--- config.mk ---
export PLATFORM = sky130hd
export DESIGN_NAME = fpcvt_seq_ctrl
export DESIGN_NICKNAME = d
export VERILOG_FILES = /design/src/rtl/fpcvt_defs.sv /design/src/rtl/convert2toSM.sv /design/src/rtl/fpcvt_seq_ctrl.sv
export SDC_FILE = /design/constraint.sdc
export NUM_CORES = 1
export LEC_CHECK = 0
export ABC_AREA = 1
export CAP_MARGIN = 20
export CORE_MARGIN = 1.5
export CORE_UTILIZATION = 49
export CTS_CLUSTER_DIAMETER = 80
export DETAILED_ROUTE_END_ITERATION = 10
export PLACE_DENSITY = 0.81
export RECOVER_POWER = 50
export SYNTH_ARGS = -nofsm -noshare
export SYNTH_HDL_FRONTEND = slang
export SYNTH_HIERARCHICAL = 1
export SYNTH_SLANG_ARGS = --single-unit
--- constraint.sdc ---
create_clock -name clk -period 1.2 [get_ports clk]
set_input_delay 0.3 -clock clk [delete_from_list [all_inputs] [get_ports clk]]
set_output_delay 0.3 -clock clk [all_outputs]
set_load 0.05 [all_outputs]
--- src/rtl/fpcvt_defs.sv ---
// Shared widths, limits and FSM encodings for the lab floating-point converter.
package fpcvt_defs;

  localparam int IN_W       = 12;
  localparam int EXP_W      = 3;
  localparam int SIG_W      = 4;
  localparam int MAG_W      = IN_W - 1;

  localparam int EXP_MAX    = 7;
  localparam int SIG_MAX    = 15;
  localparam int SIG_RENORM = 8;

  localparam logic [1:0] ST_IDLE  = 2'd0;
  localparam logic [1:0] ST_NORM  = 2'd1;
  localparam logic [1:0] ST_ROUND = 2'd2;

  typedef struct packed {
    logic [EXP_W-1:0] e;
    logic [SIG_W-1:0] f;
  } fp_ef_t;

endpackage

--- src/rtl/convert2toSM.sv ---
// Combinational two's-complement to sign-magnitude converter.
module convert2toSM
  import fpcvt_defs::*;
(
  input  logic signed [IN_W-1:0] d,
  output logic                   sgn,
  output logic [MAG_W-1:0]       mag
);

  logic [IN_W-1:0] neg;

  assign neg = -d;

  // The most negative input has no 11-bit magnitude, so it clamps to all ones.
  always_comb begin
    sgn = d[IN_W-1];
    if (!d[IN_W-1])
      mag = d[MAG_W-1:0];
    else if (neg[IN_W-1])
      mag = '1;
    else
      mag = neg[MAG_W-1:0];
  end

endmodule

--- src/rtl/fpcvt_seq_ctrl.sv ---
// Sequential two's-complement to sign/exponent/significand converter with
// one normalising shift per cycle and a start/busy/done handshake.
module fpcvt_seq_ctrl #(
  parameter int IN_W  = 12,
  parameter int EXP_W = 3,
  parameter int SIG_W = 4
) (
  input  logic                   clk,
  input  logic                   rst,
  input  logic                   start,
  input  logic signed [IN_W-1:0] d,
  output logic                   busy,
  output logic                   done,
  output logic                   s,
  output logic [EXP_W-1:0]       e,
  output logic [SIG_W-1:0]       f
);
  import fpcvt_defs::*;

  localparam int M_W = IN_W - 1;

  logic [1:0]       state;
  logic             s_reg;
  logic [M_W-1:0]   m_reg;
  logic [EXP_W-1:0] e_cnt;
  logic             cv_sgn;
  logic [M_W-1:0]   cv_mag;
  fp_ef_t           rnd;

  convert2toSM u_cvt (
    .d   (d),
    .sgn (cv_sgn),
    .mag (cv_mag)
  );

  // top = {fr, rb}; carries out of f and e steer renormalise vs saturate
  function automatic fp_ef_t round_res(input logic [SIG_W:0]   top,
                                       input logic [EXP_W-1:0] ec);
    fp_ef_t         r;
    logic [SIG_W:0] f_inc;
    logic [EXP_W:0] e_inc;
    f_inc = {1'b0, top[SIG_W:1]} + {{SIG_W{1'b0}}, 1'b1};
    e_inc = {1'b0, ec} + {{EXP_W{1'b0}}, 1'b1};
    if (!top[0]) begin
      r.e = ec;
      r.f = top[SIG_W:1];
    end else if (!f_inc[SIG_W]) begin
      r.e = ec;
      r.f = f_inc[SIG_W-1:0];
    end else if (!e_inc[EXP_W]) begin
      r.e = e_inc[EXP_W-1:0];
      r.f = SIG_W'(SIG_RENORM);
    end else begin
      r.e = EXP_W'(EXP_MAX);
      r.f = SIG_W'(SIG_MAX);
    end
    return r;
  endfunction

  assign rnd = round_res(m_reg[M_W-1 -: SIG_W+1], e_cnt);

  always_ff @(posedge clk or posedge rst) begin
    if (rst) begin
      state <= ST_IDLE;
      busy  <= 1'b0;
      done  <= 1'b0;
      s     <= 1'b0;
      e     <= '0;
      f     <= '0;
      s_reg <= 1'b0;
      m_reg <= '0;
      e_cnt <= '0;
    end else begin
      done <= 1'b0;
      case (state)
        ST_IDLE: begin
          if (start) begin
            s_reg <= cv_sgn;
            m_reg <= cv_mag;
            e_cnt <= EXP_W'(EXP_MAX);
            busy  <= 1'b1;
            state <= ST_NORM;
          end
        end
        ST_NORM: begin
          if (m_reg[M_W-1] || e_cnt == '0) begin
            state <= ST_ROUND;
          end else begin
            m_reg <= m_reg << 1;
            e_cnt <= e_cnt - 1'b1;
          end
        end
        ST_ROUND: begin
          s     <= s_reg;
          e     <= rnd.e;
          f     <= rnd.f;
          done  <= 1'b1;
          busy  <= 1'b0;
          state <= ST_IDLE;
        end
        default: state <= ST_IDLE;
      endcase
    end
  end

endmodule

==> metrics.md, run 1 <==
| Metric | Value |
|---|---|
| Status | finished, violations left |
| Failing checks | setup timing |
| Mapped Cells | 243 |
| Drt drc | 0 |
| Final Hold Fails | 0 |
| Required @ worst endpoint | 1440 ps |
| Initial antenna violation count | 0 |
| Final setup vio count | 26 |
| Clk Latency, worst-skew pair | 330 ps |
| Max H-tree Level | 1 |
| Via count of the routed design | 1975 |
| Vias in the first global route | 1795 |
| GR Util All Layers | 24.7% |
| Pwr Density | 2560 mW/mm^2 |
| DR pass1 iterations | 4 |
| Die footprint | 0.00398 sq mm |
| ANT nets after route | 0 |
| Placed Instances | 337 |
| Via/cell ratio | 5.53 |
| DIE HEIGHT | 63.1 um |
| CP endpoint kind | flip-flop |
| NetSw | 0.00341 W |
| Avg Cell Area, Syn | 7.29 sq um |
| Clock skew | 4.50 ps |
| Reg2Reg Capture Point | f[0] |
| CP arrival | 1590 ps |
| Most common cell after layout, fill and taps aside | nand2_1 |
| Leak Pwr | 1.36 nW |
| Commonest cells after routing, fill and taps aside | nand2_1 (51), buf_4 (37), dfrtp_1 (27) |
| Final Critical Period | 1350 ps |
| Worst relative slew slack | 53.4% |
| Worst setup margin | -154 ps |
| RSZ-0062 raised after global routing | true |
| Fin cells | 357 |
| Largest net degree at the start of global routing | 28 |
| Gate power share | 70.0% |
| WS Path Type | reg -> reg |
| Row count | 21 |
| CP Launch Type | flip-flop |
| Crit Reg-Reg Startpoint | m_reg[7] |
| GP Congestion | 0.839 |
| Max VDD drop | 1.76 mV |
| Grt ovf | 0 |
| I/O pin count | 25 |
| Most common flop cell mapped by yosys | dfrtp_1 |
| Register area share after synthesis | 38.2% |
| CTS Sinks | 27 |
| Core area | 0.00339 sq mm |
| Switching Share | 47.8% |
| Ys async rst share | 100% |
| Yosys warns | 6 |
| Hold Path Origin | d[11] |
| TritonCTS buffer count | 3 |
| Worst min-delay path class | in -> reg |
| Hold WS | 440 ps |
| Clock Power Share | 5.8% |
| Worst Tran Pin Value | 699 ps |
| FF-to-FF path depth | 8 |
| CTS tree | yes |
| Die width | 63.1 um |
| Worst Path Max Fanout | 4 |
| Layout cell share with drive strength beyond 1 | 48.2% |
| DRT iter0 DRCs | 119 |
| Slack of the worst reg-to-reg path | -150 ps |
| CTS Hold Buffers Added | 0 |
| Final Cycle Share | 113% |
| Root Buffer | clkbuf_4 |
| Largest register FFs | 11 |
| Cell area after synthesis | 0.00177 sq mm |
| DRT Wirelength | 5550 um |
| First-pass GRT wire length | 7890 um |
| Hpwl dp | 3000 um |
| Clk slew on worst S/H paths | 150 ps |
| Clock Tree Buf Depth | 2 |
| Layout Nets | 332 |
| Number of flops mapped to enable cells by yosys | 0 |
| Peak Freq | 0.738 GHz |
| Routed wire length per instance | 15.5 um |
| Total of max-cap violations | 0 |
| Seq pwr share | 24.1% |
| Synth Net Count | 263 |
| ANT cells | 0 |
| P&R area growth vs syn | 57.4% |
| Hold Path End | s_reg |
| Power Internal | 0.00372 W |
| Final number of max-transition violations | 0 |
| Hold depth | 4 |
| Input/output buffers | 24 |
| Starting density of the core | 52.2% |
| Register bit total from synthesis | 27 |
| Netlist cell types | 27 |
| Setup TNS | -1360 ps |
-- cells in the mapped netlist (3+ instances only) --
cell type | n | share of area (%)
nand2_1 | 69 | 15
dfrtp_1 | 27 | 38
nand3_1 | 25 | 7.1
buf_6 | 3 | 1.9
nor2_2 | 4 | 1.4
o21ai_2 | 6 | 3.0
o21ai_1 | 4 | 1.1
nor2_1 | 13 | 2.8
ha_1 | 5 | 3.5
a21oi_1 | 10 | 2.8
inv_1 | 29 | 6.1
inv_2 | 6 | 1.3
nand2_2 | 4 | 1.4
o21ai_0 | 21 | 5.9
-- cell type report --
class,instances,area [sq um]
Clock buffer,4,26.3
Fill cell,174,603
Inverter,35,136
Multi-Input combinational cell,175,1180
Sequential cell,27,676
Tap cell,46,57.6
Timing Repair Buffer,70,711
-- how the worst max path moves through the flow --
stage                  start       end  slack [ps]  depth (start not counted)
floorplan           e_cnt[0]  m_reg[1]          -8                          8
global placement       d[11]  m_reg[3]        -710                          9
detailed placement      d[1]  m_reg[4]        -710                         10
CTS                     f[3]      f[3]         -60                          1
global route        m_reg[8]      f[0]        -210                          8
finish              m_reg[7]      f[0]        -150                          8
-- power by group through the flow --
stage               logic (W)  registers (W)  clock network [W]
finish                0.00499        0.00172           0.000416
global route          0.00534        0.00175           0.000474
CTS                   0.00403        0.00168           0.000416
detailed placement    0.00373        0.00168                  0
global placement      0.00363        0.00165                  0
floorplan             0.00177        0.00211                  0
-- through the flow --
step           power (W)  utilization (%)  instance area, sq um  worst slack, ps
2_1_floorplan    0.00388                -                  1800            -7.67
3_3_place_gp     0.00528             70.7                  2400             -713
3_5_place_dp     0.00540             70.7                  2400             -713
4_1_cts          0.00612             76.3                  2590            -57.6
5_1_grt          0.00756             82.2                  2790             -210
6_report         0.00713             82.2                  2790             -154
-- critical path, stage by stage (launching register included) --
cell	delay [ps]
dfrtp_1	430
ha_4	170
nand3_4	110
nor2_4	170
inv_2	80
nand2_1	80
nand2_1	70
nand2_1	90
nand2_1	60
-- timing repair --
item / in CTS / in global routing
buffers inserted: 9 / 4
gates cloned: 1 / 2
resized for setup: 47 / 63
pin swaps: 12 / 19
endpoints found under the setup margin: 29 / 31
-- logic make-up (layout without fill, tap and decap cells) --
family / after synthesis / in the layout / synth area share [%]
AND/OR/NAND/NOR: 124 / 125 / 32.7
AO/OA/AOI/OAI: 42 / 42 / 13.4
XOR/XNOR: 3 / 3 / 1.48
flip-flops: 27 / 27 / 38.2
buffers and inverters: 42 / 109 / 10.7
adder cells (fa/ha/maj): 5 / 5 / 3.53
-- per-layer routing --
layer	GRT usage, %	share of wire, %	vias to the layer above
met4	8.33	3.2	0
li1	-	-	916
met3	3.04	5.2	22
met5	0	0	-
met2	43.8	52	91
met1	31.1	39	946
Power figures use the tool's default switching activity.
==> run 2: changes to the inputs <==
--- a/config.mk
+++ b/config.mk
@@ -7,12 +7,15 @@
 export LEC_CHECK = 0
 export ABC_AREA = 1
 export CAP_MARGIN = 20
+export CELL_PAD_IN_SITES_DETAIL_PLACEMENT = 0
+export CELL_PAD_IN_SITES_GLOBAL_PLACEMENT = 2
 export CORE_MARGIN = 1.5
-export CORE_UTILIZATION = 49
+export CORE_UTILIZATION = 28
 export CTS_CLUSTER_DIAMETER = 80
 export DETAILED_ROUTE_END_ITERATION = 10
 export PLACE_DENSITY = 0.81
 export RECOVER_POWER = 50
+export SETUP_SLACK_MARGIN = 0.4
 export SYNTH_ARGS = -nofsm -noshare
 export SYNTH_HDL_FRONTEND = slang
 export SYNTH_HIERARCHICAL = 1
==> metrics.md, run 2 (synthesis results as in run 1) <==
| Metric | Value |
|---|---|
| Hpwl dp | 3240 um (+8.1%) |
| Most common cell after layout, fill and taps aside | nand2_1 |
| ANT cells | 0 (unchanged) |
| Peak Freq | 0.798 GHz (+8.1%) |
| First-pass GRT wire length | 8020 um (+1.7%) |
| Power Internal | 0.00406 W (+9.2%) |
| NetSw | 0.00332 W (-2.5%) |
| Status | finished, violations left |
| Root Buffer | clkbuf_8 |
| Clock skew | 3.40 ps (-1.11 ps) |
| Gate power share | 70.0% (about the same) |
| Max incr delay on CP | 410 ps (-20 ps) |
| WS Path Type | reg -> reg |
| Grt ovf | 0 (unchanged) |
| Layout Nets | 347 (+4.5%) |
| Reg2Reg Capture Point | m_reg[10] |
| Crit Reg-Reg Startpoint | state[0] |
| Final Hold Fails | 0 (unchanged) |
| Worst Path Max Fanout | 7 (+3) |
| Leak Pwr | 1.46 nW (+7.4%) |
| Via/cell ratio | 4.51 (-19%) |
| Final setup vio count | 14 (-46%) |
| Dpl ws | -792 ps (-78.6 ps) |
| Clock Power Share | 7.0% (+1.2 points) |
| Seq pwr share | 22.9% (-1.2 points) |
| Slack of the worst reg-to-reg path | -50 ps (+100 ps) |
| Hold Path End | s_reg |
| Drt drc | 0 (unchanged) |
| CTS tree | yes |
| Clk slew on worst S/H paths | 90 ps (-60 ps) |
| Starting density of the core | 29.4% (-23 points) |
| Via count of the routed design | 1808 (-8.5%) |
| Worst relative slew slack | 54.5% (+1.1 points) |
| CTS Hold Buffers Added | 0 (unchanged) |
| Critical path's slowest cell | dfrtp_1 |
| Row count | 28 (+33%) |
| Final Critical Period | 1250 ps (-101 ps) |
| Final Cycle Share | 104% (-8.4 points) |
| Clk Latency, worst-skew pair | 270 ps (-60 ps) |
| CP endpoint kind | flip-flop |
| Routed wire length per instance | 11.3 um (-27%) |
| Die width | 82.5 um (+31%) |
| Largest net degree at the start of global routing | 28 (unchanged) |
| Initial antenna violation count | 0 (unchanged) |
| Switching Share | 45.0% (-2.8 points) |
| DIE HEIGHT | 82.5 um (+31%) |
| Worst Path Buf+Inv | 2 (+1) |
| Fillers | 590 (+240%) |
| Core area | 0.00603 sq mm (+78%) |
| RSZ-0062 raised after global routing | true |
| DRT Wirelength | 4530 um (-18%) |
| I/O pin count | 25 (unchanged) |
| CTS Sinks | 27 (unchanged) |
| TritonCTS buffer count | 3 (unchanged) |
| Worst Tran Pin Value | 682 ps (-17.2 ps) |
| FF-to-FF path depth | 7 (-1) |
| Crit-path cells | buf_4, nor2_4, nand2_4, nand2_8, buf_12, nand2_2, o21ai_1 |
| Hold Path Origin | d[11] |
| Top delay family on crit path | flip-flops |
| Final number of max-transition violations | 0 (unchanged) |
| CP arrival | 1450 ps (-140 ps) |
| Pwr Density | 2480 mW/mm^2 (-3.1%) |
| GP Congestion | 0.795 (-5.2%) |
| Required @ worst endpoint | 1400 ps (-40 ps) |
| Clock Tree Buf Depth | 2 (unchanged) |
| Worst setup margin | -53.3 ps (+101 ps) |
| Input/output buffers | 24 (unchanged) |
| Commonest cells after routing, fill and taps aside | nand2_1 (52), buf_4 (46), nand3_1 (18) |
| Total of max-cap violations | 0 (unchanged) |
| Worst min-delay path class | in -> reg |
| DR pass1 iterations | 4 (unchanged) |
| ANT nets after route | 0 (unchanged) |
| Largest register FFs | 11 (unchanged) |
| P&R area growth vs syn | 68.3% |
| Failing checks | setup timing |
| Hold depth | 4 (unchanged) |
| Max H-tree Level | 1 (unchanged) |
| GR Util All Layers | 15.3% (-9.4 points) |
| Max VDD drop | 1.38 mV (-21%) |
| DRT iter0 DRCs | 85 (-29%) |
| CP Launch Type | flip-flop |
| Die footprint | 0.00681 sq mm (+71%) |
| PnR Total Power | 0.00738 W (+3.6%) |
| Layout cell share with drive strength beyond 1 | 55.2% (+7.0 points) |
| Vias in the first global route | 1773 (-1.2%) |
## run 2: layout make-up
cell class | instances | area, sq um | share of cell area [%]
well taps | 75 | 93.8 | 3.15
multi-input cells | 175 | 1190 | 39.9
inverters | 35 | 140 | 4.70
repair buffers | 85 | 823 | 27.6
flip-flops and latches | 27 | 689 | 23.1
clock buffers | 4 | 45.0 | 1.51
## run 2: worst max path at each step
stage / slack [ps] / to / start / depth (start not counted)
2_1_floorplan: 1 / m_reg[1] / e_cnt[0] / 8
3_3_place_gp: -790 / m_reg[3] / d[11] / 9
3_5_place_dp: -790 / m_reg[3] / d[11] / 9
4_1_cts: -40 / m_reg[10] / e_cnt[0] / 8
5_1_grt: -100 / m_reg[9] / d[0] / 13
6_report: -50 / m_reg[10] / state[0] / 7
## run 2: power by group through the flow
stage / clock [W] / sequential (W) / combinational, W
2_1_floorplan: 0 / 0.00216 / 0.00194
3_3_place_gp: 0 / 0.00168 / 0.00394
3_5_place_dp: 0 / 0.00170 / 0.00399
4_1_cts: 0.000548 / 0.00168 / 0.00460
5_1_grt: 0.000597 / 0.00174 / 0.00567
6_report: 0.000518 / 0.00169 / 0.00517
## run 2: tightest hold or removal path, stage by stage
cell	delay [ps]
buf_4	130
buf_4	140
nor2_2	40
a21oi_1	90
## run 2: repair_timing
| action | 4_1_cts | 5_1_grt |
|---|---|---|
| endpoints found under the setup margin | 37 | 37 |
| hold endpoints to repair | 0 | 0 |
| setup buffers | 15 | 7 |
| resized for setup | 80 | 47 |
| pin swaps | 22 | 22 |
| cloned | 2 | 0 |
## run 2: layer usage
metal	global-route usage (%)	part of all wire [%]
met5	0	0
met3	2.31	1.5
met2	26.3	51
met4	3.50	0.79
met1	20.1	47
## run 2: stage by stage
| step | instance area, sq um | util (%) | setup TNS (ps) | std cells | hold slack, ps |
|---|---|---|---|---|---|
| CTS | 2830 | 47.0 | -438 | 394 | 388 |
| finish | 2980 | 49.5 | -338 | 401 | 476 |
| global route | 2980 | 49.5 | -1700 | 401 | 495 |
| floorplan | 1870 | - | 0 | 243 | 197 |
| detailed placement | 2540 | 42.1 | -8850 | 373 | 504 |
| global placement | 2540 | 42.1 | -8700 | 373 | 498 |
==> run 3: changes to the inputs <==
--- a/config.mk
+++ b/config.mk
@@ -12,6 +12,7 @@
 export CORE_MARGIN = 1.5
 export CORE_UTILIZATION = 28
 export CTS_CLUSTER_DIAMETER = 80
+export CTS_CLUSTER_SIZE = 25
 export DETAILED_ROUTE_END_ITERATION = 10
 export PLACE_DENSITY = 0.81
 export RECOVER_POWER = 50
==> results of run 3 <==
Same layout as run 2: the final DEF is identical, and so are final timing and power.
==> variant 1, RTL diff (flow settings as in run 1) <==
`SIG_W` is set to 4 in 2 places; all go to 3.
--- a/src/rtl/fpcvt_defs.sv
+++ b/src/rtl/fpcvt_defs.sv
@@ -5,3 +5,3 @@
   localparam int EXP_W      = 3;
-  localparam int SIG_W      = 4;
+  localparam int SIG_W      = 3;
   localparam int MAG_W      = IN_W - 1;
--- a/src/rtl/fpcvt_seq_ctrl.sv
+++ b/src/rtl/fpcvt_seq_ctrl.sv
@@ -5,3 +5,3 @@
   parameter int EXP_W = 3,
-  parameter int SIG_W = 4
+  parameter int SIG_W = 3
 ) (
Ports: changed (resized f); port bits go from 25 to 24. The function was not compared with the original's and may differ.
==> variant 1 against run 1 <==
First-iteration DRC count increased by 51%; global-route usage increased by 3.2 points; critical path depth unchanged; synthesized cell count decreased by 1.2%; setup slack improved by 0.016 ns; sequential power decreased by 3%; sequential cell count decreased by 1; sequential share of layout area decreased by 0.11 points; critical endpoint is now m_reg[8]; synthesized area increased by 1.3%; the run still ends with negative setup slack left; routed wire length decreased by 0.16%; design area decreased by 3.3%; power increased by 2.9%.
==> variant 1: results (changes against run 1) <==
- WL final: 5540 µm (-0.16%)
- Crit path arrival time: 1.57 ns (-0.02 ns)
- Number of flip-flops in the largest register: 11 (unchanged)
- Ant. Diodes: 0 (unchanged)
- Tightest Hold Check Type: in2reg
- Synth Flop Type: dfrtp_1
- TritonRoute pass-1 iters: 5 (+1)
- Status: finished with violations
- Post-synthesis cell type count: 27 (unchanged)
- Worst-Margin Slew: 0.652 ns (-0.0472 ns)
- Violated checks: negative setup slack
- Synth warnings: 6 (unchanged)
- Skew-Pair Late Insertion Delay: 0.33 ns (about the same)
- Ranking of synthesized cells by area: dfrtp_1 36%, nand2_1 15%, nand3_1 7.0%, o21ai_2 6.4%, inv_1 5.9%
- Via density: 5.48 (-0.86%)
- Share of cells above drive strength 1: 45.0% (-3.3 points)
- Total overflow reported by the global router: 0 (unchanged)
- Worst-path maximum fanout: 6 (+2)
- Iter 0 DRT Violations: 180 (+51%)
- CTS max path bufs: 2 (unchanged)
- Clock Skew: 0.00949 ns (+0.00499 ns)
- H-Tree Depth: 1 (unchanged)
- Final setup viols: 27 (+3.8%)
- Synth Instances: 240 (-1.2%)
- Reg2Reg Depth: 8 (unchanged)
- Leakage: 0.00136 µW (-0.13%)
- Port Buffers: 23 (-4.2%)
- Crit path max-delay family: flip-flops
- Async S/R FF share, synth: 100% (unchanged)
- Total track usage: 27.9% (+3.2 points)
- CTS Buf Count: 3 (unchanged)
- Maximum number of pins on one net before global-route repair: 27 (-3.6%)
- Synth Net Count: 260 (-1.1%)
- Routed wire length per instance: 15.7 µm (+0.97%)
- Placed Cells: 333 (-1.2%)
- Seq/Total Area, Yosys: 36.3% (-1.9 points)
- Hold Path Depth: 4 (unchanged)
- Vias in the first global route: 1923 (+7.1%)
- Clk slew on worst S/H paths: 0.15 ns (about the same)
- Peak VDD IR: 1270 µV (-28%)
- Global-route wire length before repair: 8850 µm (+12%)
- Clock root buffer: clkbuf_4
- Hpwl dp: 3260 µm (+8.8%)
- Filler cells: 209 (+20%)
- Final worst setup slack: -0.139 ns (+0.0159 ns)
- Synth cell count leaders: 74 x nand2_1, 28 x inv_1, 26 x dfrtp_1
- CP peak stage delay: 0.43 ns (about the same)
- Critical Path Slowest Stage Cell: dfrtp_1
- Initial antenna violation count: 0 (unchanged)
- Placer Congestion: 0.849 (+1.1%)
variant 1: cell count changes in the layout (fill, tap and decap cells not counted), moves of 4 or more:
cell,run 1,this run
nand2_1,51,60
o21ai_1,12,5
nor2_2,5,1
o21ai_2,12,17
a21oi_2,6,2
dlygate4sd2_1,3,8
variant 1: final cells by class:
cell class              instances  share of cell area (%)
clock buffers                   3                   0.836
clock inverters                 1                    1.11
inverters                      36                    5.11
multi-input cells             173                    41.3
flip-flops and latches         26                    24.1
well taps                      46                    2.14
repair buffers                 68                    25.3
variant 1: final timing paths:
| path | from | to | slack, ns |
|---|---|---|---|
| setup / recovery | e_cnt[1] | m_reg[8] | -0.14 |
| hold / removal | d[11] | s_reg | 0.41 |
| setup reg to reg | e_cnt[1] | m_reg[8] | -0.14 |
| hold reg to reg | m_reg[3] | m_reg[3] | 0.54 |
| max in group asynchronous | rst | f[0] | 0.22 |
| min in group asynchronous | rst | e_cnt[0] | 0.55 |
variant 1: cells by family after synthesis:
family          share of synthesized area [%]
simple gates                             34.4
buf+inv                                  11.7
compound gates                           13.7
flops                                    36.3
fa+ha+maj                                3.49
xor+xnor                                0.489
variant 1: where the power goes:
group	internal, µW	switching, µW	leakage, µW
sequential	1290	367	0.000320
combinational	2260	2800	0.00101
clock	338	277	0.0000279
total	3890	3440	0.00136
variant 1: timing repair:
item,in CTS,in global routing
resized for setup,43,26
setup buffers,12,3
pin swaps,20,13
endpoints found under the setup margin,24,30
gates cloned,3,0
variant 1: metrics by stage:
step / setup slack [ns] / instance area (µm²) / hold WS (ns) / TNS (ns)
final: -0.139 / 2700 / 0.408 / -2.01
after detailed placement: -0.637 / 2390 / 0.511 / -7.24
after global placement: -0.590 / 2390 / 0.498 / -6.66
after global routing: -0.184 / 2700 / 0.457 / -3.32
after CTS: -0.0776 / 2630 / 0.275 / -1.20
after floorplan: -0.0206 / 1830 / 0.340 / -0.117
variant 1: routing by layer:
layer  part of all wire, %  vias to the layer above  track usage, %
li1                      -                      896               -
met5                     0                        -               0
met3                   6.6                       32            5.18
met4                   5.6                        0            15.5
met1                    38                      892            32.3
met2                    50                      116            48.2
variant 1: tightest hold or removal path: stages:
cell and delay, ns:
clkbuf_2 0.14, buf_4 0.15, nand2_1 0.05, o21ai_0 0.06
==> variant 2, RTL diff (settings of run 1) <==
Made on the original files. Add an input register stage for `d`; this delays it by one clock. The other inputs are not delayed to match.
--- a/src/rtl/fpcvt_seq_ctrl.sv
+++ b/src/rtl/fpcvt_seq_ctrl.sv
@@ -21,2 +21,8 @@
 
+  logic signed [IN_W-1:0] d_q;
+
+  always_ff @(posedge clk) begin
+    d_q <= d;
+  end
+
   logic [1:0]       state;
@@ -30,3 +36,3 @@
   convert2toSM u_cvt (
-    .d   (d),
+    .d   (d_q),
     .sgn (cv_sgn),
Formal check against the unedited RTL: not equivalent (Yosys sat finds a counterexample within 4 cycles, from zero or initial values and one cycle with rst high).
==> variant 2 against run 1 <==
The run still ends with negative setup slack left; sequential cell count up 12; power up 5.5%; sequential power up 25%; setup slack worse by 0.12 ns; design area up 10%; routed wire length down 0.16%; count of clock-buffer cells in the layout up 3; synthesized area up 15%; highest routed layer unchanged.
==> variant 2: results (changes against run 1) <==
- Cell Area, Placed: 0.00265 mm² (+11%)
- GRT met3 Usage: 6.33% (+3.3 points)
- Violated checks: negative setup slack
- Area of the multi-input gates: 0.00113 mm² (-3.8%)
- Non-clk buf share: 23.4% (-2.1 points)
- Crit path arrival time: 1.70 ns (+0.11 ns)
- Multi-input gates: 176 (+0.57%)
- Critical Path Slowest Stage Cell: dfxtp_2
- Leakage: 0.00144 µW (+6.1%)
- Final setup viols: 16 (-38%)
- Status: finished with violations
- Number of flip-flops in the largest register: 12 (+1)
- Tightest Hold Check Type: reg2reg
- Clock root buffer: clkbuf_8
- Fraction of area in multi-input gates: 37.0% (-5.3 points)
- Iter 0 DRT Violations: 128 (+7.6%)
- Worst-path maximum fanout: 5 (+1)
- Ranking of synthesized cells by area: dfrtp_1 33%, nand2_1 13%, dfxtp_1 12%, nand3_1 5.6%, o21ai_1 4.9%
- Final worst setup slack: -0.271 ns (-0.117 ns)
- Peak VDD IR: 1270 µV (-28%)
- ClkCell Share: 2.94% (+2.0 points)
- Async S/R FF share, synth: 69.2% (-31 points)
- WL final: 5540 µm (-0.16%)
- Clock Buffer Count: 7 (+3)
- Global-route wire length before repair: 7530 µm (-4.5%)
- Hpwl dp: 3080 µm (+2.8%)
- Synth Net Count: 275 (+4.6%)
- CP peak stage delay: 0.34 ns (-0.09 ns)
- Via density: 5.47 (-1.1%)
- Share of cells above drive strength 1: 43.2% (-5.0 points)
- Placer Congestion: 0.862 (+2.7%)
- Sequential share of cell area: 30.3% (+6.1 points)
- Signal buffers: 67 (-4.3%)
- Total track usage: 22.4% (-2.3 points)
- Clock power frac: 12.3% (+6.5 points)
-- variant 2: cell count changes in the layout (fill, tap and decap cells not counted), moves of 5 or more --
cell / delta
dfxtp_2: +6
nor2_1: +7
dfxtp_1: +5
dlygate4sd3_1: +12
nand2_1: +10
nand2_2: -9
clkbuf_8: +6
o21ai_0: -5
o21ai_1: +7
clkbuf_2: -6
-- variant 2: cells by family after synthesis --
family,after synthesis,synth area share (%)
compound gates,40,11.8
buf+inv,41,10.0
flops,39,44.9
fa+ha+maj,5,3.07
xor+xnor,2,0.860
simple gates,128,29.3
-- variant 2: routing by layer --
| metal | up-vias | part of all wire, % | wire, µm |
|---|---|---|---|
| met5 | - | 0 | 0 |
| met4 | 0 | 2.3 | 125 |
| met3 | 13 | 5.7 | 318 |
| met2 | 91 | 53 | 2940 |
| met1 | 990 | 39 | 2160 |
| li1 | 953 | - | - |
-- variant 2: worst paths after layout --
path,cells past startpoint,from,end,slack [ns]
worst max-delay path,9,d_q[9],m_reg[4],-0.27
worst min-delay path,2,s_reg,s,0.52
worst max register to register,9,d_q[9],m_reg[4],-0.27
worst min register to register,2,s_reg,s,0.52
max in group asynchronous,3,rst,m_reg[10],0.08
min in group asynchronous,3,rst,f[1],0.65
-- variant 2: timing repair --
action                                  4_1_cts  5_1_grt
setup buffers                                 5        9
cloned                                        0        2
pin swaps                                     5       17
hold buffers                                  0        0
gates resized for setup                      16       39
endpoints found under the setup margin       17       23
-- variant 2: per-stage QoR --
stage               cells  util [%]  setup slack (ns)  total power (µW)  hold WS, ns
floorplan             255         -          -0.00488              4540        0.328
global placement      350      66.3            -0.166              5810        0.489
detailed placement    350      66.3            -0.178              5960        0.506
CTS                   363      70.9            -0.162              7000        0.385
global route          374      76.6            -0.313              7950        0.533
finish                374      76.6            -0.271              7520        0.522
